$ cat config.mk
export PLATFORM = sky130hd
export DESIGN_NAME = quire_lzc_seq
export DESIGN_NICKNAME = d
export VERILOG_FILES = /design/src/rtl/quire_lzc_seq_pkg.sv /design/src/rtl/quire_lzc_seq_lod.sv /design/src/rtl/quire_lzc_seq.sv
export SDC_FILE = /design/constraint.sdc
export NUM_CORES = 1
export LEC_CHECK = 0
export CORE_MARGIN = 4
export CORE_UTILIZATION = 25
export CTS_CLUSTER_SIZE = 20
export DETAILED_ROUTE_END_ITERATION = 6
export GPL_TIMING_DRIVEN = 0
export SYNTH_ARGS = -nofsm -noshare
export SYNTH_HDL_FRONTEND = slang
export SYNTH_HIERARCHICAL = 1
export SYNTH_SLANG_ARGS = --single-unit
$ cat constraint.sdc
create_clock -name clk -period 2.35 [get_ports clk]
set_input_delay 0.5875 -clock clk [delete_from_list [all_inputs] [get_ports clk]]
set_output_delay 0.5875 -clock clk [all_outputs]
set_load 0.01 [all_outputs]
$ cat src/rtl/quire_lzc_seq_pkg.sv
// posit_defines: shared state type for the sequential quire leading-zero counter
package posit_defines;
  typedef enum logic [1:0] {LZC_IDLE, LZC_SCAN, LZC_DONE} lzc_seq_state_t;
endpackage

$ cat src/rtl/quire_lzc_seq_lod.sv
// lod_n: leading-zero count of a C_N-bit slice; x -> lz (result meaningful only when x != 0)
module lod_n #(
  parameter int C_N = 64
) (
  input  logic [C_N-1:0]         x,
  output logic [$clog2(C_N)-1:0] lz
);
  localparam int C_LW = $clog2(C_N);
  always_comb begin
    lz = '0;
    for (int i = 0; i < C_N; i++) if (x[i]) lz = C_LW'(C_N - 1 - i);
  end
endmodule

$ cat src/rtl/quire_lzc_seq.sv
// quire_lzc_seq: MSB-first sliced leading-zero counter; in_valid/in_ready/in_data in, out_valid/out_ready/out_lzc/out_zero out, busy
module quire_lzc_seq
  import posit_defines::*;
#(
  parameter int C_W     = 512,
  parameter int C_CHUNK = 64
) (
  input  logic                     clk,
  input  logic                     rst,
  input  logic                     in_valid,
  output logic                     in_ready,
  input  logic [C_W-1:0]           in_data,
  output logic                     out_valid,
  input  logic                     out_ready,
  output logic [$clog2(C_W):0]     out_lzc,
  output logic                     out_zero,
  output logic                     busy
);
  localparam int C_NCHUNK = C_W / C_CHUNK;
  localparam int C_LZW    = $clog2(C_W) + 1;
  localparam int C_CW     = C_NCHUNK > 1 ? $clog2(C_NCHUNK) : 1;
  localparam int C_LW     = $clog2(C_CHUNK);
  if (C_W % C_CHUNK != 0) begin : g_bad_w
    $error("quire_lzc_seq: C_W must be a multiple of C_CHUNK");
  end
  if (C_CHUNK < 2 || (C_CHUNK & (C_CHUNK - 1)) != 0) begin : g_bad_chunk
    $error("quire_lzc_seq: C_CHUNK must be a power of two, at least 2");
  end
  lzc_seq_state_t   state, nxt;
  logic [C_W-1:0]   sr;
  logic [C_CW-1:0]  cnt;
  logic [C_LZW-1:0] acc;
  logic [C_LW-1:0]  lod;
  logic             nz, last;
  lod_n #(.C_N(C_CHUNK)) u_lod (.x(sr[C_W-1 -: C_CHUNK]), .lz(lod));
  always_comb begin
    nz        = |sr[C_W-1 -: C_CHUNK];
    last      = cnt == C_CW'(C_NCHUNK - 1);
    in_ready  = state == LZC_IDLE && !rst;
    out_valid = state == LZC_DONE;
    busy      = state != LZC_IDLE;
    nxt       = state == LZC_IDLE ? (in_valid ? LZC_SCAN : LZC_IDLE) :
                state == LZC_SCAN ? (nz || last ? LZC_DONE : LZC_SCAN) :
                                    (out_ready ? LZC_IDLE : LZC_DONE);
  end
  always_ff @(posedge clk) begin
    if (rst) begin
      state    <= LZC_IDLE;
      sr       <= '0;
      cnt      <= '0;
      acc      <= '0;
      out_lzc  <= '0;
      out_zero <= 1'b0;
    end else begin
      state <= nxt;
      if (state == LZC_IDLE && in_valid) begin
        sr  <= in_data;
        cnt <= '0;
        acc <= '0;
      end else if (state == LZC_SCAN) begin
        if (nz) begin
          out_lzc  <= acc + C_LZW'(lod);
          out_zero <= 1'b0;
        end else if (!last) begin
          sr  <= sr << C_CHUNK;
          acc <= acc + C_LZW'(C_CHUNK);
          cnt <= cnt + 1'b1;
        end else begin
          out_lzc  <= C_LZW'(C_W);
          out_zero <= 1'b1;
        end
      end
    end
  end
endmodule

# ---- Yosys cells after proc, flatten, opt, wreduce, memory -nomap -nowiden
# Cells that the tools add are included.
# W data, S select, Z words.
dict set report classes {
  muxes 77
  eq_ne 5
  add_sub_neg 3
  bitwise 3
  reduce_logical 13
}
# op n
set op_table {}
lappend op_table {{$mux W512} 4}
lappend op_table {{$mux W6} 64}
lappend op_table {{$reduce_or A64 Y1} 1}
lappend op_table {{$mux W10} 2}
lappend op_table {{$add A10 B6 Y10} 1}
lappend op_table {{$add A10 B7 Y10 const B} 1}
lappend op_table {{$reduce_and A3 Y1} 3}
lappend op_table {{$mux W2} 4}
lappend op_table {{$reduce_bool A2 Y1} 3}
lappend op_table {{$ne A2 B1 Y1 const B} 2}
lappend op_table {{$add A3 B1 Y3 const B} 1}
lappend op_table {{$eq A3 B3 Y1 const B} 1}
lappend op_table {{$mux W1} 3}
lappend op_table {{$not A1 Y1} 3}
lappend op_table {{$eq A2 B1 Y1 const B} 1}
lappend op_table {{$eq A2 B2 Y1 const B} 1}
lappend op_table {{$logic_and A1 B1 Y1} 2}
lappend op_table {{$logic_not A2 Y1} 1}
lappend op_table {{$reduce_or A2 Y1} 1}
lappend op_table {{$logic_not A1 Y1} 1}
lappend op_table {{$logic_or A1 B1 Y1} 1}
dict set report word_totals {
  register_bits 538
  in_bits 516
  word_cells 107
  out_inout_bits 14
}

# ---- Longest topological paths before layout
# Gate-level depths: netlist of run 1.
dict set report depth {
  word_depth 66
  mapped_depth 9
}

# ---- By module
# The synthesis of run 1 kept the hierarchy.
# mod seq_area_each_um2 area_per_inst_um2 instances cells_per_inst
set modules_own_cells {}
lappend modules_own_cells {quire_lzc_seq 10650.2 24151.9 1 3012}
lappend modules_own_cells {lod_n 0.0 825.8 1 147}

# ---- Worst setup path before layout of run 1
# OpenSTA, ideal clock, no wires.
dict set report synth_path {
  kind {reg-to-reg}
  start {reg sr[505]}
  end {reg sr[59]}
  required_time_ns 2.218
  path_slack_ns 0.080
  setup_ns 0.132
  arrival_time_ns 2.138
  stages_incl_launch_ff 10
  path_cell_list {dfxtp_1 > nor4_1 > nand4_1 > or4_1 > buf_2 > buf_6 > buf_2 > clkbuf_1 > o211ai_1 > a21oi_1}
}
dict set report synth_between {
  elab_chain_len 3
}
# element line
set synth_lines {}
lappend synth_lines {{start: declaration} quire_lzc_seq.sv:30} ;# logic [C_W-1:0] sr;
lappend synth_lines {{start signal: assignment} quire_lzc_seq.sv:57} ;# sr <= in_data;
lappend synth_lines {{start signal: assignment} quire_lzc_seq.sv:65} ;# sr <= sr << C_CHUNK;
lappend synth_lines {{$reduce_or A64 Y1} quire_lzc_seq.sv:37} ;# nz = |sr[C_W-1 -: C_CHUNK];
lappend synth_lines {{$ne A2 B1 Y1 (no line)} n/a}
lappend synth_lines {{$reduce_and A3 Y1 (no line)} n/a}
# Every way passes these cells.
# A chain may end at the register's enable or synchronous reset.

# ---- Worst setup path in the final report of run 1
dict set report layout_path {
  start {reg cnt[0]}
  end {reg sr[278]}
}
dict set report layout_between {
  elab_chain_len 3
}
# element line
set layout_lines {}
lappend layout_lines {{start: declaration} quire_lzc_seq.sv:31} ;# logic [C_CW-1:0] cnt;
lappend layout_lines {{start signal: assignment} quire_lzc_seq.sv:67} ;# cnt <= cnt + 1'b1;
lappend layout_lines {{$eq A3 B3 Y1} quire_lzc_seq.sv:38} ;# last = cnt == C_CW'(C_NCHUNK - 1);
lappend layout_lines {{$ne A2 B1 Y1 (no line)} n/a}
lappend layout_lines {{$reduce_and A3 Y1 (no line)} n/a}
# Every way passes these cells.

==> flow_metrics.tcl, run 1 <==
set metrics [dict create \
    path_cells "ha_1 > ha_1 > inv_2 > nand2_2 > clkbuf_4 > clkbuf_1 > o21ai_0 > a311oi_1" \
    grt_pass1_wl_um 190000 \
    first_iter_violations 2299 \
    grt_usage 0.245 \
    min_period_ps 2560 \
    place_inst 4976 \
    io_pins 530 \
    ir_worst_vdd_mv 0.605 \
    cpMostUsedCell "ha_1" \
    grt_overflow_total 0 \
    synthArstFlopShare 0 \
    start_util 0.253 \
    ys_seq_area_frac 0.426 \
    grt_busiest_layer "met2" \
    nets 4319 \
    leakagePower_nw 12.0 \
    globalplace.congestion 0.938 \
    dieArea_mm2 0.105 \
    hold_viol_final 0 \
    worst_slack_ps -207 \
    powerDensity_mw_per_mm2 683 \
    worstSetupPathType "register to register" \
    crit_fanout 10 \
    crit_slowest_cell "clkbuf_1" \
    holdCritPathClass "register to register" \
    end_kind "register" \
    timing.final.crit_share 1.09 \
    die_h_um 324 \
    antenna_found_initial 8 \
    holdWs_ps 464 \
    clkTransAtPathRegs_ps 70 \
    maxCapViolCount 0 \
    grt_max_degree 16 \
    max_stage_delay_ps 430 \
    vias_per_cell 5.59 \
    n_fill_cell 10271 \
    setup_viol 497 \
    clock_sinks 532 \
    grt_util_met3 0.0436 \
    finalMaxSlewViolations 0 \
    cts_root_buffer "clkbuf_16" \
    cts_tree "built" \
    fin_area_mm2 0.0368 \
    synthCells 3159 \
    cp-start-kind "register" \
    netlist_area_mm2 0.0250 \
    grt_pass1_vias 28869 \
    drive_gt1_frac 0.133 \
    rows 115 \
    fin_util 0.373 \
    critical_path_arrival_ps 3110 \
    fp.dieW_um 324 \
    status "finished, violations left" \
    post_drt_wl_per_cell_um 26.7 \
    synth_cell_types 42 \
    rsz0062_at_grt "true" \
    core_region_area_mm2 0.0987 \
    synth_edf_count 0 \
    post-dp-hpwl_um 110000 \
    max_freq_ghz 0.391 \
    worst_pin_slew_ps 943 \
    synth_area_per_cell_um2 7.91 \
    cts_buffer_depth 3 \
    grt_use_met1 0.310 \
    ys_ff_latch 532 \
    cts_buffers 59 \
    met2_usage 0.421 \
    syn_to_final_growth_pct 47.5 \
    final_cells 5139 \
    route.detailed.drc 0 \
    critPathBufInv 3 \
    max_slew_margin 0.370 \
    post-place-ws_ps -2630 \
    finalWirelength_um 137000 \
    cp_top_family "buffers and inverters" \
    postPlaceCellArea_mm2 0.0319 \
    drt_first_pass_iters 6 \
    vias 28752 \
    htreeDepth 2 \
    portBuffers 529 \
    insertion_delay_ps 640 \
    crit_required_ps 2900 \
    synth_fp_nets 3678 \
    synth_ff_type "dfxtp_1" \
    yosys_warnings 6 \
    skew_ps 25.2 \
    violations "negative setup slack" \
    ant_nets 0 \
    cts_hold_buf 0 \
]
[through the flow]
| step | power, W | setup TNS (ps) |
|---|---|---|
| global placement | 0.0148 | -762280 |
| finish | 0.0252 | -44880 |
| global route | 0.0260 | -82420 |
| floorplan | 0.0125 | 0 |
| CTS | 0.0250 | -34160 |
| detailed placement | 0.0148 | -767910 |
[per-layer routing]
metal	share of wire	wire, µm
met2	0.48	65500
met4	0.035	4740
met5	0.00042	57
met1	0.41	56100
met3	0.078	10800
[flip-flops by register name, summed over array words and instances (netlist names)]
| name | cells |
|---|---|
| out_zero | 1 |
| cnt | 3 |
| sr | 512 |
| acc | 4 |
| state | 2 |
| out_lzc | 10 |
[worst reg2reg max path: stages (launching register included)]
cell and delay, ps:
dfxtp_1 350, ha_1 160, ha_1 300, inv_2 170
nand2_2 280, clkbuf_4 340, clkbuf_1 440, o21ai_0 180
a311oi_1 260
[path summary, 6_finish.rpt]
| path | start | cells past startpoint | end | slack (ps) |
|---|---|---|---|---|
| worst max register to register | cnt[0] | 8 | sr[278] | -210 |
| worst min-delay path | sr[402] | 2 | sr[466] | 460 |
| worst max-delay path | cnt[0] | 8 | sr[278] | -210 |
| worst min register to register | sr[402] | 2 | sr[466] | 460 |
[layout by cell type, fill, tap and decap left out, types with 7 or more instances in the layout]
cell	netlist	final
a32o_1	9	9
bufinv_16	0	8
nor4_4	0	12
nor4_1	30	16
o211ai_1	66	66
buf_8	0	20
o21ai_0	440	130
clkdlybuf4s50_1	0	525
clkbuf_2	0	56
clkbuf_1	361	249
nand2_1	76	75
inv_1	17	17
a211oi_1	65	65
a311oi_1	320	311
nor2_1	479	477
buf_4	0	27
nor3_1	13	12
clkinv_2	0	10
buf_2	44	9
a21oi_1	87	86
dfxtp_1	532	508
a31oi_1	67	67
clkbuf_16	0	95
o21ai_1	20	200
dfxtp_4	0	8
nand3_1	75	75
o21ai_2	0	123
nand4_1	389	389
a311oi_2	0	9
clkbuf_8	0	33
dfxtp_2	0	16
buf_12	0	15
o21ai_4	0	7
clkbuf_4	0	19
buf_6	1	21
[kinds of logic after synthesis]
family,share of synthesized area
AND/OR/NAND/NOR,0.214
adder cells (fa/ha/maj),0.00150
flip-flops,0.426
buffers and inverters,0.0676
AO/OA/AOI/OAI,0.290
[cell type report]
cell class                 count  area, µm²  share of cell area
clock buffer                  84       1720              0.0467
clock inverter                26        358             0.00971
buffer                       414       2740              0.0744
timing repair buffer         581       6150               0.167
sequential                   532      10700               0.290
multi-input combinational   2194      13500               0.366
inverter                      18       67.6             0.00183
antenna                        3       7.51            0.000204
tap                         1287       1610              0.0437
[power by group]
part           internal, W  total [W]  switching [W]  leakage, nW
sequential         0.00985     0.0106       0.000719         4.41
combinational      0.00190    0.00447        0.00256         6.56
clock              0.00596     0.0101        0.00416         1.03
total               0.0177     0.0252        0.00744         12.0
[cell usage after synthesis, types with 3 or more instances]
library cell  count  area, µm²
nand2_1          76        285
inv_1            17       63.8
a31oi_1          67        419
and3_1            3       18.8
o21bai_1          3       22.5
o311ai_0          5       43.8
buf_1             9       33.8
nor2_1          479       1800
o211ai_1         66        495
a32o_1            9       90.1
nor2b_1           5       31.3
clkbuf_1        361       1360
or4_1             5       37.5
a211oi_1         65        488
o21a_1            3       22.5
or3_1             5       31.3
nand2b_1          4       25.0
o31ai_1           5       37.5
ha_1              3       37.5
nor3_1           13       65.1
o21ai_0         440       2200
o31a_1            4       35.0
nor4_1           30        188
nand3_1          75        375
a21oi_1          87        435
nand4_1         389       2430
dfxtp_1         532      10700
o21ai_1          20        100
a311oi_1        320       2800
buf_2            44        220
[repair_timing]
action,4_1_cts,5_1_grt
pin swaps,68,144
endpoints found under the setup margin,535,533
cloned,13,19
resized for setup,621,325
buffers inserted,15,4
(Power assumes the default switching activity.)
==> inputs of run 2 (changes only) <==
--- a/config.mk
+++ b/config.mk
@@ -10,6 +10,7 @@
 export CTS_CLUSTER_SIZE = 20
 export DETAILED_ROUTE_END_ITERATION = 6
 export GPL_TIMING_DRIVEN = 0
+export SLEW_MARGIN = 20
 export SYNTH_ARGS = -nofsm -noshare
 export SYNTH_HDL_FRONTEND = slang
 export SYNTH_HIERARCHICAL = 1
==> run 2 against run 1 <==
Net effect: the flow still finishes with violations (negative setup slack); total power up 0.11%; die area stayed put; core utilization grew 0.11 points; global-route usage is 0.095 points lower; clock power barely moved; design area increased by 0.29%; sequential cell count stayed put; worst setup slack got worse by 31 ps; non-clock buffer count down 4; critical path depth rose by 1; critical path type unchanged.
==> flow_metrics.tcl, run 2 (synthesized netlist as in run 1, its figures left out) <==
set metrics [dict create \
    status "finished, violations left" \
    violations "negative setup slack" \
    drive_gt1_frac 0.138 \
    drt_first_pass_iters 7 \
    start_util 0.253 \
    crit_required_ps 2820 \
    leakagePower_nw 12.0 \
    finalWirelength_um 137000 \
    post-dp-hpwl_um 110000 \
    worst_pin_slew_ps 973 \
    globalplace.congestion 0.938 \
    clock_sinks 532 \
    post_drt_wl_per_cell_um 26.7 \
    skew_ps 38.9 \
    layout_common_cells "clkdlybuf4s50_1, dfxtp_1, nor2_1, nand4_1, a311oi_1" \
    first_iter_violations 2464 \
    critical_path_arrival_ps 3060 \
    rr_endpoint "sr[291]" \
    route.detailed.drc 0 \
    cts_root_buffer "clkbuf_16" \
    place_inst 4976 \
    insertion_delay_ps 650 \
    n_fill_cell 10218 \
    worst_slack_ps -239 \
    cts_tree "built" \
    worstSetupEndpoint "sr[291]" \
    grt_pass1_vias 28709 \
    rrSetupSlack_ps -240 \
    final_cells 5134 \
    grt_pass1_wl_um 190000 \
    cts_buffers 58 \
    max_slew_margin 0.351 \
    rows 115 \
    cts_buffer_depth 3 \
    core_region_area_mm2 0.0987 \
    vias_per_cell 5.64 \
    final_common_cell "clkdlybuf4s50_1" \
    timing.final.crit_share 1.10 \
    cp-start-kind "register" \
    holdCritPathClass "register to register" \
    rr_worst_depth 9 \
    grt_overflow_total 0 \
    antenna_found_initial 7 \
    powerDensity_mw_per_mm2 682 \
    die_h_um 324 \
    dieArea_mm2 0.105 \
    portBuffers 529 \
    crit_fanout 8 \
    largest_reg_flops 512 \
    rsz0062_at_grt "true" \
    grt_usage 0.244 \
    end_kind "register" \
    vias 28936 \
    syn_to_final_growth_pct 47.9 \
    timing.rr.start "sr[472]" \
    regMostFlops "sr" \
    worstSetupPathType "register to register" \
    min_period_ps 2590 \
    holdWs_ps 458 \
    startpoint "sr[472]" \
    ir_worst_vdd_mv 0.584 \
    finalMaxSlewViolations 0 \
    max_freq_ghz 0.386 \
    fp.dieW_um 324 \
    htreeDepth 2 \
    hold_viol_final 0 \
    setup_viol 511 \
    io_pins 530 \
    ant_nets 0 \
    clkTransAtPathRegs_ps 70 \
    nets 4314 \
    reg_top3 "sr: 512 flops, out_lzc: 10 flops, acc: 4 flops" \
    cts_hold_buf 0 \
    grt_max_degree 16 \
    maxCapViolCount 0 \
]
## run 2: cell types whose count changed in the layout (fill, tap and decap cells not counted), moves of 5 or more
cell	change
clkbuf_16	-5
o21ai_2	-29
a311oi_1	-20
a211oi_1	-10
a311oi_2	+20
buf_6	+11
clkbuf_2	+9
clkbuf_1	-7
clkbuf_8	-8
o21ai_0	+14
o21ai_4	+12
clkbuf_4	-5
a211oi_2	+10
## run 2: final cells by class
| cell class | instances | area, µm² | area share |
|---|---|---|---|
| Tap cell | 1287 | 1610 | 0.0436 |
| Antenna cell | 2 | 5.00 | 0.000135 |
| Buffer | 415 | 2790 | 0.0756 |
| Clock buffer | 84 | 1680 | 0.0455 |
| Timing Repair Buffer | 576 | 6040 | 0.163 |
| Clock inverter | 26 | 395 | 0.0107 |
| Sequential cell | 532 | 10700 | 0.289 |
| Multi-Input combinational cell | 2194 | 13700 | 0.370 |
| Inverter | 18 | 67.6 | 0.00183 |
## run 2: worst min path at each step
stage / depth (start not counted) / endpoint / slack (ps) / from
6_report: 2 / sr[470] / 460 / sr[406]
5_1_grt: 2 / sr[470] / 490 / sr[406]
4_1_cts: 2 / sr[469] / 470 / sr[405]
3_5_place_dp: 2 / sr[467] / 470 / sr[403]
3_3_place_gp: 2 / sr[468] / 460 / sr[404]
2_1_floorplan: 2 / sr[448] / 450 / sr[384]
## run 2: where the power goes
part / switching, W / internal (W) / total, W
Sequential: 0.000713 / 0.00985 / 0.0106
Clock: 0.00413 / 0.00596 / 0.0101
Combinational: 0.00261 / 0.00192 / 0.00453
## run 2: per-layer routing
metal	global-route usage	routed length, µm	vias up
li1	-	-	13478
met1	0.312	56800	14042
met2	0.420	65900	1205
met3	0.0421	10200	201
met4	0.0699	4160	10
met5	0	64	-
## run 2: what timing repair did
action	CTS	global route
cloned	9	18
pin swaps	96	185
endpoints found under the setup margin	535	534
gates resized for setup	641	333
setup buffers	17	2
## run 2: worst max-delay path: stages, from the launching register on
cell,delay (ps)
dfxtp_4,350
nor4_4,300
nand4_1,150
buf_6,150
or4_4,580
clkbuf_16,230
clkbuf_16,210
clkbuf_16,170
o21ai_2,150
a311oi_1,110
## run 2: stage by stage
step / area [µm²] / worst slack (ps) / util / TNS (ps) / total power [W]
6_report: 36900 / -239 / 0.374 / -68070 / 0.0252
5_1_grt: 36900 / -274 / 0.374 / -96710 / 0.0260
4_1_cts: 35500 / -111 / 0.360 / -27250 / 0.0250
3_5_place_dp: 31900 / -1940 / 0.323 / -713530 / 0.0148
3_3_place_gp: 31900 / -2610 / 0.323 / -762280 / 0.0148
2_1_floorplan: 25000 / 79.9 / - / 0 / 0.0125
